File: src/rtl/seg_capture_decoder.sv
// Captures a multiplexed 4-digit 7-segment display and decodes it to hex nibbles.
// Latency: STABLE_CYCLES+2 clocks from a stable pin change; there is no backpressure.
module seg_capture_decoder #(
  parameter int STABLE_CYCLES = 4
) (
  input  logic        clk,
  input  logic        rst,
  input  logic [6:0]  seg_n,
  input  logic [3:0]  an_n,
  input  logic        clear,
  output logic [15:0] value,
  output logic [3:0]  digit_valid,
  output logic        frame_valid,
  output logic        err,
  output logic [1:0]  err_digit
);

  localparam logic [1:0] ST_IDLE  = 2'd0;
  localparam logic [1:0] ST_TRACK = 2'd1;
  localparam logic [1:0] ST_HELD  = 2'd2;

  localparam logic [7:0] CNT_MAX = 8'(STABLE_CYCLES);

  logic [6:0]  seg_meta;
  logic [6:0]  seg_sync;
  logic [3:0]  an_meta;
  logic [3:0]  an_sync;
  logic [10:0] prev_sample;
  logic [1:0]  state;
  logic [1:0]  state_nxt;
  logic [7:0]  cnt;
  logic [7:0]  cnt_nxt;
  logic [7:0]  cnt_inc;
  logic [3:0]  seen;
  logic [3:0]  seen_upd;
  logic        single;
  logic        same;
  logic        accept;
  logic [1:0]  digit_idx;
  logic        legal;
  logic [3:0]  nibble;

  // Both pin groups are asynchronous to clk; idle (all-ones) is the safe reset value.
  always_ff @(posedge clk) begin
    if (rst) begin
      seg_meta <= '1;
      seg_sync <= '1;
      an_meta  <= '1;
      an_sync  <= '1;
    end else begin
      seg_meta <= seg_n;
      seg_sync <= seg_meta;
      an_meta  <= an_n;
      an_sync  <= an_meta;
    end
  end

  always_comb begin
    single    = 1'b1;
    digit_idx = 2'd0;
    case (an_sync)
      4'b1110: digit_idx = 2'd0;
      4'b1101: digit_idx = 2'd1;
      4'b1011: digit_idx = 2'd2;
      4'b0111: digit_idx = 2'd3;
      default: single = 1'b0;
    endcase
  end

  always_comb begin
    legal  = 1'b1;
    nibble = 4'h0;
    case (seg_sync)
      7'b0000001: nibble = 4'h0;
      7'b1001111: nibble = 4'h1;
      7'b0010010: nibble = 4'h2;
      7'b0000110: nibble = 4'h3;
      7'b1001100: nibble = 4'h4;
      7'b0100100: nibble = 4'h5;
      7'b0100000: nibble = 4'h6;
      7'b0001111: nibble = 4'h7;
      7'b0000000: nibble = 4'h8;
      7'b0000100: nibble = 4'h9;
      7'b0000010: nibble = 4'hA;
      7'b1100000: nibble = 4'hB;
      7'b0110001: nibble = 4'hC;
      7'b1000010: nibble = 4'hD;
      7'b0010000: nibble = 4'hE;
      7'b0111000: nibble = 4'hF;
      default:    legal  = 1'b0;
    endcase
  end

  assign same    = ({an_sync, seg_sync} == prev_sample);
  assign cnt_inc = (cnt >= CNT_MAX) ? CNT_MAX : cnt + 8'd1;

  // HELD with an unchanged sample never re-accepts; every other single-anode path may.
  always_comb begin
    state_nxt = state;
    cnt_nxt   = cnt;
    accept    = 1'b0;
    if (!single) begin
      state_nxt = ST_IDLE;
      cnt_nxt   = 8'd0;
    end else begin
      case (state)
        ST_TRACK: cnt_nxt = same ? cnt_inc : 8'd1;
        ST_HELD:  cnt_nxt = same ? cnt : 8'd1;
        default:  cnt_nxt = 8'd1;
      endcase
      if (state == ST_HELD && same) begin
        state_nxt = ST_HELD;
      end else if (cnt_nxt == CNT_MAX) begin
        accept    = 1'b1;
        state_nxt = ST_HELD;
      end else begin
        state_nxt = ST_TRACK;
      end
    end
  end

  always_ff @(posedge clk) begin
    if (rst) begin
      state       <= ST_IDLE;
      cnt         <= 8'd0;
      prev_sample <= '1;
    end else begin
      state       <= state_nxt;
      cnt         <= cnt_nxt;
      prev_sample <= {an_sync, seg_sync};
    end
  end

  assign seen_upd = seen | ~an_sync;

  // Clear outranks an acceptance on the same edge; value is only ever changed by legal digits.
  always_ff @(posedge clk) begin
    if (rst) begin
      value       <= 16'h0000;
      digit_valid <= 4'h0;
      frame_valid <= 1'b0;
      err         <= 1'b0;
      err_digit   <= 2'd0;
      seen        <= 4'h0;
    end else begin
      frame_valid <= 1'b0;
      if (clear) begin
        err         <= 1'b0;
        err_digit   <= 2'd0;
        digit_valid <= 4'h0;
        seen        <= 4'h0;
      end else if (accept && legal) begin
        value[{digit_idx, 2'b00} +: 4] <= nibble;
        digit_valid[digit_idx]         <= 1'b1;
        if (seen_upd == 4'hF) begin
          frame_valid <= 1'b1;
          seen        <= 4'h0;
        end else begin
          seen <= seen_upd;
        end
      end else if (accept) begin
        err                    <= 1'b1;
        err_digit              <= digit_idx;
        digit_valid[digit_idx] <= 1'b0;
        seen                   <= 4'h0;
      end
    end
  end

endmodule

File: config.mk
export PLATFORM = sky130hd
export DESIGN_NAME = seg_capture_decoder
export DESIGN_NICKNAME = d
export VERILOG_FILES = /design/src/rtl/seg_capture_decoder.sv
export SDC_FILE = /design/constraint.sdc
export NUM_CORES = 1
export LEC_CHECK = 0
export ABC_AREA = 1
export CAP_MARGIN = 10
export CORE_MARGIN = 2
export CORE_UTILIZATION = 27
export DETAILED_ROUTE_END_ITERATION = 12
export DONT_BUFFER_PORTS = 1
export RECOVER_POWER = 50
export SKIP_LAST_GASP = 1
export SLEW_MARGIN = 20
export SYNTH_ARGS = -nofsm -noshare
export SYNTH_HDL_FRONTEND = slang
export SYNTH_SLANG_ARGS = --single-unit
File: constraint.sdc
create_clock -name clk -period 6 [get_ports clk]
set_input_delay 0.6 -clock clk [delete_from_list [all_inputs] [get_ports clk]]
set_output_delay 0.6 -clock clk [all_outputs]
set_load 0.03 [all_outputs]
-- Word-level counts from Yosys, hierarchy flattened
Index checks and enable logic that the tools add are counted.
- register bits after elaboration: 71
- bits of input ports: 14
- output and inout port bits: 24
- logic and storage cells: 89
- add/sub/neg operators: 2
- order comparisons: 3
- equal/unequal tests: 24
- shift operators: 2
- multiplexer cells: 23
- bitwise gates (word level): 8
- reductions and logical operators: 13
- operator list (cell ; count):
    4-bit one-hot mux with 15 select lines ; 1
    8-bit 2-to-1 mux ; 4
    7-bit by 6-bit equality test with 1-bit output, second input constant ; 4
    7-bit equality test, second input constant ; 4
    4-bit 2-to-1 mux ; 5
    16-bit bitwise mux ; 1
    4-bit equality test, second input constant ; 4
    8-bit one-hot mux with 2 select lines ; 1
    16-bit OR reduction ; 1
    4-bit by 6-bit variable shift with 16-bit output, first input constant ; 1
    4-bit by 6-bit variable part select with 16-bit output ; 1
    7-bit by 3-bit equality test with 1-bit output, second input constant ; 2
    7-bit by 5-bit equality test with 1-bit output, second input constant ; 2
    11-bit equality test ; 1
    8-bit by 1-bit adder with 8-bit output, second input constant ; 1
    8-bit by 3-bit equality test with 1-bit output, second input constant ; 1
    8-bit by 3-bit >= comparator with 1-bit output, second input constant ; 1
    4-bit NOT ; 2
    4-bit OR ; 2
    7-bit by 1-bit equality test with 1-bit output, second input constant ; 1
    7-bit by 2-bit equality test with 1-bit output, second input constant ; 1
    7-bit by 4-bit equality test with 1-bit output, second input constant ; 1
    7-bit zero test ; 1
    1-bit 2-to-1 mux ; 7
    17 further kinds ; 25

-- Longest topological paths before layout
Gate-level depths: netlist (run 1).
- word-level depth: 12
- mapped depth: 17
- depth with buffers taken out: 17

-- Worst setup path after synthesis (run 1)
OpenSTA, ideal clock, no wires.
- path type: register -> register
- start point: register seg_sync[3]
- end point: register value[13]
- library setup time: 0.113 ns
- arrival: 1.921 ns
- data required time: 5.887 ns
- slack: 3.966 ns
- cell stages (with the launch flop): 13
- buffers on the path: 1
- period minus slack after synthesis: 2.034 ns
- cell sequence: dfxtp_1 buf_4 xor2_1 nor2_1 nand2_1 nor2_4 nand3_1 nor2_1 nand4_4 nor2_8 nand3_2 nor2_1 nor2_1
- word-level cells in the longest chain between the ends: 10
- elaborated cells on any way between the ends: 33
- those cells by class: 17 x eq/ne; 1 x shift; 10 x mux; 5 x reduce/logical
- RTL lines (what ; RTL line ; source):
    from (decl) ; 25 ; logic [6:0] seg_sync;
    from (signal assigned) ; 52 ; seg_sync <= seg_meta;
    11-bit equality test ; 94 ; assign same = ({an_sync, seg_sync} == prev_sample);
    8-bit 2-to-1 mux, on equally long branches ; 108, 107 ;
    8-bit one-hot mux with 2 select lines ; 106 ; case (state)
    8-bit 2-to-1 mux ; 102 ; if (!single) begin
    8-bit by 3-bit equality test with 1-bit output ; 113 ; end else if (cnt_nxt == CNT_MAX) begin
    1-bit 2-to-1 mux ; 113 ;
    1-bit 2-to-1 mux ; 111 ; if (state == ST_HELD && same) begin
    1-bit 2-to-1 mux ; 102 ;
    1-bit logical AND ; 152 ; end else if (accept && legal) begin
    2-bit AND reduction (no line) ; n/a ;
    to (signal, indexed assignment) ; 153 ; value[{digit_idx, 2'b00} +: 4] <= nibble;
    to (decl) ; 11 ; output logic [15:0] value,
Parallel ways exist; a longest one is shown, timed or not. The select of a mux whose other input is x is not followed.
A chain may end at the register's enable or synchronous reset.

-- Worst setup path after layout (run 1)
- start point: register seg_sync[3]
- end point: register err_digit[1]
- word-level cells in the longest chain between the ends: 11
- elaborated cells on any way between the ends: 31
- those cells by class: 17 x eq/ne; 8 x mux; 1 x bitwise; 5 x reduce/logical
- RTL lines (what ; RTL line ; source):
    11-bit equality test ; 94 ;
    8-bit 2-to-1 mux, on equally long branches ; 108, 107 ;
    8-bit one-hot mux with 2 select lines ; 106 ;
    8-bit 2-to-1 mux ; 102 ;
    8-bit by 3-bit equality test with 1-bit output ; 113 ;
    1-bit 2-to-1 mux ; 113 ;
    1-bit 2-to-1 mux ; 111 ;
    1-bit 2-to-1 mux ; 102 ;
    1-bit logical AND ; 152 ;
    1-bit NOT (no line) ; n/a ;
    2-bit AND reduction (no line) (*) ; n/a ;
    to (signal assigned) ; 163 ; err_digit <= digit_idx;
    to (decl) ; 15 ; output logic [1:0] err_digit
Every way passes the cells marked *; elsewhere a longest branch is shown, timed or not. The select of a mux whose other input is x is not followed.

==> results of run 1 <==
[metal layers]
layer / track usage, % / part of all wire [%] / vias to the layer above / wire length [µm]
li1: - / - / 1483 / -
met1: 14.7 / 44 / 1307 / 3190
met2: 20.0 / 48 / 91 / 3540
met5: 0 / 0 / - / 0
met3: 3.53 / 5.8 / 11 / 423
met4: 6.35 / 2.2 / 0 / 160
[final timing paths]
check                                 start      endpoint  slack, ns
worst min-delay path                an_n[3]    an_meta[3]       0.36
worst min register to register  seg_meta[2]   seg_sync[2]       0.41
worst max-delay path            seg_sync[3]  err_digit[1]       3.54
worst max register to register  seg_sync[3]  err_digit[1]       3.54
[state kept, by name (all words and copies together) (netlist names), named ones only]
name and flops:
an_meta 4, an_sync 4, seg_meta 7, seg_sync 7, frame_valid 1, cnt 8, seen 4, state 2
err 1, err_digit 2, prev_sample 11, value 16
[power breakdown]
| part | switching (mW) | internal [mW] | leakage, nW | total (mW) |
|---|---|---|---|---|
| Clock | 0.208 | 0.281 | 0.125 | 0.489 |
| Sequential | 0.00739 | 0.481 | 0.579 | 0.489 |
| Combinational | 0.0424 | 0.0191 | 1.05 | 0.0615 |
[cell families after synthesis]
logic type      Yosys count
simple gates            280
buf+inv                  74
flops                    71
compound gates           33
fa+ha+maj                 8
xor+xnor                  6
[cells in the mapped netlist (3+ instances only)]
master / instances / area (µm²)
nand2_1: 127 / 477
dfxtp_1: 71 / 1420
nor2_1: 69 / 259
inv_1: 58 / 218
or2_2: 23 / 144
nand3_1: 18 / 90.1
nor3_1: 17 / 85.1
a21oi_1: 16 / 80.1
nand4_1: 11 / 68.8
ha_1: 8 / 100
inv_2: 8 / 30.0
o21ai_1: 6 / 30.0
o21ai_0: 5 / 25.0
nand3_2: 4 / 40.0
buf_2: 3 / 15.0
nor2_2: 3 / 18.8
xnor2_1: 3 / 26.3
xor2_1: 3 / 26.3
[worst register-to-register path: cells and delay by family (launching register included)]
kind | cells | cell delay (ns)
buffers and inverters | 2 | 0.30
DFF | 1 | 0.52
AOI/OAI and AO/OA | 3 | 0.49
and+or+nand+nor | 7 | 1.08
[per-stage QoR]
stage / worst slack [ns] / hold WS (ns) / utilization, % / area (µm²) / total power, mW
floorplan: 3.97 / 0.389 / - / 3320 / 0.548
global placement: 3.61 / 0.394 / 28.9 / 3470 / 0.559
detailed placement: 3.56 / 0.393 / 28.9 / 3470 / 0.560
CTS: 3.54 / 0.352 / 31.2 / 3750 / 1.05
global route: 3.23 / 0.354 / 31.2 / 3750 / 1.08
finish: 3.54 / 0.365 / 31.2 / 3750 / 1.04
[layout make-up]
cell class                      instances  share of cell area (%)
Tap cell                              147                    4.91
Clock inverter                          6                    1.20
Multi-Input combinational cell        327                    43.1
Sequential cell                        71                    37.9
Inverter                               67                    6.71
Clock buffer                           10                    6.11
==> flow_metrics.py, run 1 <==
metrics = {
    "outcome": {
        "status": "finished, final reports clean",
    },
    "layout": {
        "fin_nets": 498,
        "layout.cells.non_filler": 628,
        "fillers": 1290,
        "drive_gt1_share_pct": 12.1,
        "antenna-diode-count": 0,
        "layout_commonest_cell": "nand2_1",
        "ff_latch_area_mm2": 0.00142,
        "final_cell_mix": "nand2_1 (127), dfxtp_1 (71), nor2_1 (69), inv_1 (59), or2_2 (23)",
        "multiInputGateArea_mm2": 0.00162,
        "area_delta_synth_final_pct": 12.8,
    },
    "sta": {
        "tightest_slew_ns": 0.905,
        "tns_ns": 0,
        "max_freq_ghz": 0.407,
        "hold_viol": 0,
        "setup_viol": 0,
        "relSlewSlack_pct": 39.6,
        "finalClockSkew_ns": 0.00457,
        "slew_violations": 0,
        "fin_crit_ns": 2.46,
        "fin_crit_sh_pct": 41.0,
        "rsz0062_at_grt": "no",
    },
    "placement": {
        "placed_cells": 612,
        "gp_congestion": 0.827,
        "portBuffers": 0,
        "dp_hpwl_mm": 5.47,
    },
    "clock_tree": {
        "cts_resized": 0,
        "cts_buffer_depth": 2,
        "numClockSinks": 71,
        "clkTransAtPathRegs_ns": 0.06,
        "postCtsHoldBufs": 0,
        "post_cts_buffers": 0,
        "clkLatencyLatePin_ns": 0.34,
        "cts-root-buf": "clkbuf_16",
        "htree_levels": 3,
        "cts_buffers": 9,
        "cts_tree": "done",
    },
    "detailed_routing": {
        "via_per_inst": 4.61,
        "vias": 2892,
        "antenna_left": 0,
        "routed_wl_mm": 7.32,
        "first_pass_iters": 4,
        "drt-initial-drc-count": 160,
        "drc": 0,
        "wire_per_inst_um": 11.7,
    },
    "setup_path": {
        "cp_common_cell": "nor2_1",
        "crit_path_end_kind": "flop",
        "critPathKind": "flop to flop",
        "worstPathMaxFanout": 10,
        "cp.arrival_ns": 2.73,
        "cpPeakStageDelay_ns": 0.52,
        "path_delay_family": "simple AND/OR/NAND/NOR gates",
        "crit_chain": "nor2_1, inv_1, nor2_1, nand2_1, nand3_1, a21oi_1, nand3b_1, nor2_2, inv_1, nor2_1, o21ai_0, a21oi_1",
        "cpMaxStageDelayCell": "dfxtp_1",
        "crit_cells": 12,
        "critPathLaunchType": "flop",
        "r2r_cells": 12,
        "critPathBufInv": 2,
        "crit_required_ns": 6.27,
    },
    "floorplan": {
        "coreArea_mm2": 0.0120,
        "row_count": 40,
        "die_y_um": 115,
        "die_area_mm2": 0.0132,
        "die_w_um": 115,
        "ios": 38,
        "initial_utilization_pct": 27.7,
    },
    "power_and_ir_drop": {
        "vdd_drop_max_uv": 179,
        "p_per_area_mw_per_mm2": 278,
        "leakagePower_nw": 1.75,
    },
    "global_route": {
        "antenna_found_initial": 0,
        "grt_max_degree": 29,
        "grtUsageTotal_pct": 12.3,
        "grt_first_pass_wirelength_mm": 13.0,
        "overflow": 0,
        "grt_pass1_vias": 2813,
    },
    "logic_synthesis": {
        "ys_ff_latch": 71,
        "synth_compound_area_share_pct": 5.39,
        "synthFlopType": "dfxtp_1",
        "synth-seq-area-share_pct": 42.8,
        "synth_cell_types": 34,
        "ys_warn_count": 0,
        "syn_inst": 472,
        "synthSimpleGateAreaFrac_pct": 38.6,
        "syn_nets": 494,
        "synthMuxAreaShare_pct": 0,
        "synth_top_family_by_area": "simple AND/OR/NAND/NOR gates",
        "synthArstFlopShare_pct": 0,
        "synth_edf_count": 0,
        "syn-cell-area_mm2": 0.00332,
        "synth-adder-area-share_pct": 3.01,
        "synth_xor_area_share_pct": 1.58,
        "syn_avg_cell_area_um2": 7.04,
    },
    "hold_path": {
        "hold_depth": 1,
        "min_path_type": "input port to flop",
    },
    "run": {
        "drv_cap": 0,
    },
}
Note: power is estimated with default switching activity, not from simulation.
==> run 2, diff against run 1 <==
==> constraint.sdc (replaced) <==
create_clock -name clk -period 2.5 [get_ports clk]
set_input_delay 0.25 -clock clk [delete_from_list [all_inputs] [get_ports clk]]
set_output_delay 0.25 -clock clk [all_outputs]
set_load 0.03 [all_outputs]
==> run 2 against run 1 <==
Net effect: clock-buffer cell count unchanged; global-route usage down 0.39 points; final cell count up 2.5%; setup slack worse by 3.4 ns; critical path depth up 1; via count up 2.8%; core utilization up 1.9 points; sequential cell count unchanged; maximum frequency up 5.5%; combinational power rose to 2.7 times the previous value; die area unchanged.
==> flow_metrics.py, run 2 (synthesized netlist as in run 1, its figures left out) <==
metrics = {
    "layout": {
        "final_cell_mix": "nand2_1 (123), nor2_1 (65), dfxtp_1 (61), inv_1 (57), or2_2 (23)",
        "reg_top3": "value: 16 flops, prev_sample: 11 flops, cnt: 8 flops",
        "layout_commonest_cell": "nand2_1",
        "fin_nets": 514,
        "final_util_pct": 33.1,
        "area_delta_synth_final_pct": 19.7,
        "drive_gt1_share_pct": 19.5,
        "largest_reg_flops": 16,
        "antenna-diode-count": 0,
        "top_register": "value",
        "fillers": 1290,
    },
    "floorplan": {
        "die_area_mm2": 0.0132,
        "die_y_um": 115,
        "initial_utilization_pct": 27.7,
        "row_count": 40,
        "ios": 38,
        "coreArea_mm2": 0.0120,
        "die_w_um": 115,
    },
    "detailed_routing": {
        "routed_wl_mm": 7.50,
        "antenna_left": 0,
        "vias": 2972,
        "first_pass_iters": 4,
        "wire_per_inst_um": 11.6,
        "via_per_inst": 4.61,
        "drt-initial-drc-count": 167,
        "drc": 0,
    },
    "clock_tree": {
        "numClockSinks": 71,
        "clkLatencyLatePin_ns": 0.33,
        "cts_tree": "done",
        "cts_buffers": 9,
        "cts_buffer_depth": 2,
        "cts-root-buf": "clkbuf_16",
        "htree_levels": 3,
        "clkTransAtPathRegs_ns": 0.06,
    },
    "sta": {
        "fin_crit_ns": 2.33,
        "fin_crit_sh_pct": 93.2,
        "slew_violations": 0,
        "hold_viol": 0,
        "tightest_slew_ns": 0.652,
        "whs_ns": 0.0185,
        "relSlewSlack_pct": 56.2,
        "max_freq_ghz": 0.429,
        "tns_ns": 0,
        "setup_viol": 0,
        "finalClockSkew_ns": 0.00759,
    },
    "placement": {
        "portBuffers": 0,
        "gp_congestion": 0.850,
        "dp_hpwl_mm": 5.45,
    },
    "hold_path": {
        "min_path_type": "input port to flop",
    },
    "power_and_ir_drop": {
        "p_per_area_mw_per_mm2": 674,
        "leakagePower_nw": 1.84,
        "vdd_drop_max_uv": 422,
    },
    "global_route": {
        "grtUsageTotal_pct": 11.9,
        "grt_first_pass_wirelength_mm": 12.7,
        "antenna_found_initial": 0,
        "grt_pass1_vias": 2787,
        "grt_max_degree": 26,
        "overflow": 0,
    },
    "setup_path": {
        "cp.arrival_ns": 2.60,
        "crit_required_ns": 2.77,
        "critPathKind": "flop to flop",
        "worstPathMaxFanout": 8,
        "rrSetupSlack_ns": 0.17,
        "crit_path_end_kind": "flop",
        "critPathLaunchType": "flop",
    },
    "outcome": {
        "status": "finished, final reports clean",
    },
    "run": {
        "drv_cap": 0,
    },
}
## run 2: changes by cell type in the layout (fill, tap and decap cells not counted), moves of 2 or more
cell       previous run  this run
buf_4                 0        15
bufinv_16             0         2
dfxtp_1              71        61
dfxtp_2               0         7
dfxtp_4               0         3
inv_1                59        57
nand2_1             127       123
nand2_2               1         5
nor2_1               69        65
nor2_2                3         5
nor2_4                2         4
## run 2: worst paths after layout
check	start	end	cells after the start
min	seg_n[2]	seg_meta[2]	1
min reg2reg	seg_meta[2]	seg_sync[2]	1
max reg2reg	state[0]	value[13]	13
max	state[0]	value[13]	13
## run 2: layout make-up
| cell class | instances | area [µm²] | share of cell area (%) |
|---|---|---|---|
| timing repair buffer | 16 | 116 | 2.93 |
| inverter | 67 | 254 | 6.39 |
| clock inverter | 6 | 85.1 | 2.14 |
| multi-input combinational | 327 | 1670 | 41.9 |
| tap | 147 | 184 | 4.63 |
| clock buffer | 10 | 229 | 5.76 |
| sequential | 71 | 1440 | 36.3 |
## run 2: critical path, stage by stage (launching register included)
cell and delay (ns):
dfxtp_1 0.37, inv_1 0.06, ha_1 0.30, inv_2 0.13, nand2_1 0.10, a21oi_2 0.19
nand3_2 0.12, nor2_4 0.16, nand4_4 0.21, nor2_8 0.24, nand3_2 0.15, nand2_1 0.09
nand2_1 0.04, nor2_1 0.10
## run 2: repair_timing
action                                 in CTS  in global routing
endpoints found under the hold margin       0                  0
buffers inserted                            0                 10
hold buffers                                0                  0
setup endpoints to repair                   0                 28
gates resized for setup                     0                 29
## run 2: report_power, final
part	internal, mW	switching [mW]	total, mW
Clock	0.869	0.469	1.34
Combinational	0.0568	0.109	0.166
Sequential	1.16	0.0187	1.17
Total	2.08	0.597	2.68
## run 2: routing by layer
| metal | vias up | global-route usage, % | routed length (µm) |
|---|---|---|---|
| met2 | 76 | 19.7 | 3670 |
| met4 | 0 | 5.46 | 141 |
| met1 | 1374 | 14.0 | 3300 |
| met5 | - | 0 | 0 |
| li1 | 1508 | - | - |
| met3 | 14 | 3.69 | 386 |
## run 2: through the flow
step | instance area, µm² | setup WS, ns | power (mW) | std cells
finish | 3980 | 0.170 | 2.68 | 644
global route | 3980 | -0.0499 | 2.79 | 644
CTS | 3830 | 0.000846 | 2.69 | 634
detailed placement | 3520 | 0.0180 | 1.35 | 618
floorplan | 3320 | 0.466 | 1.32 | 472
global placement | 3520 | 0.105 | 1.35 | 618
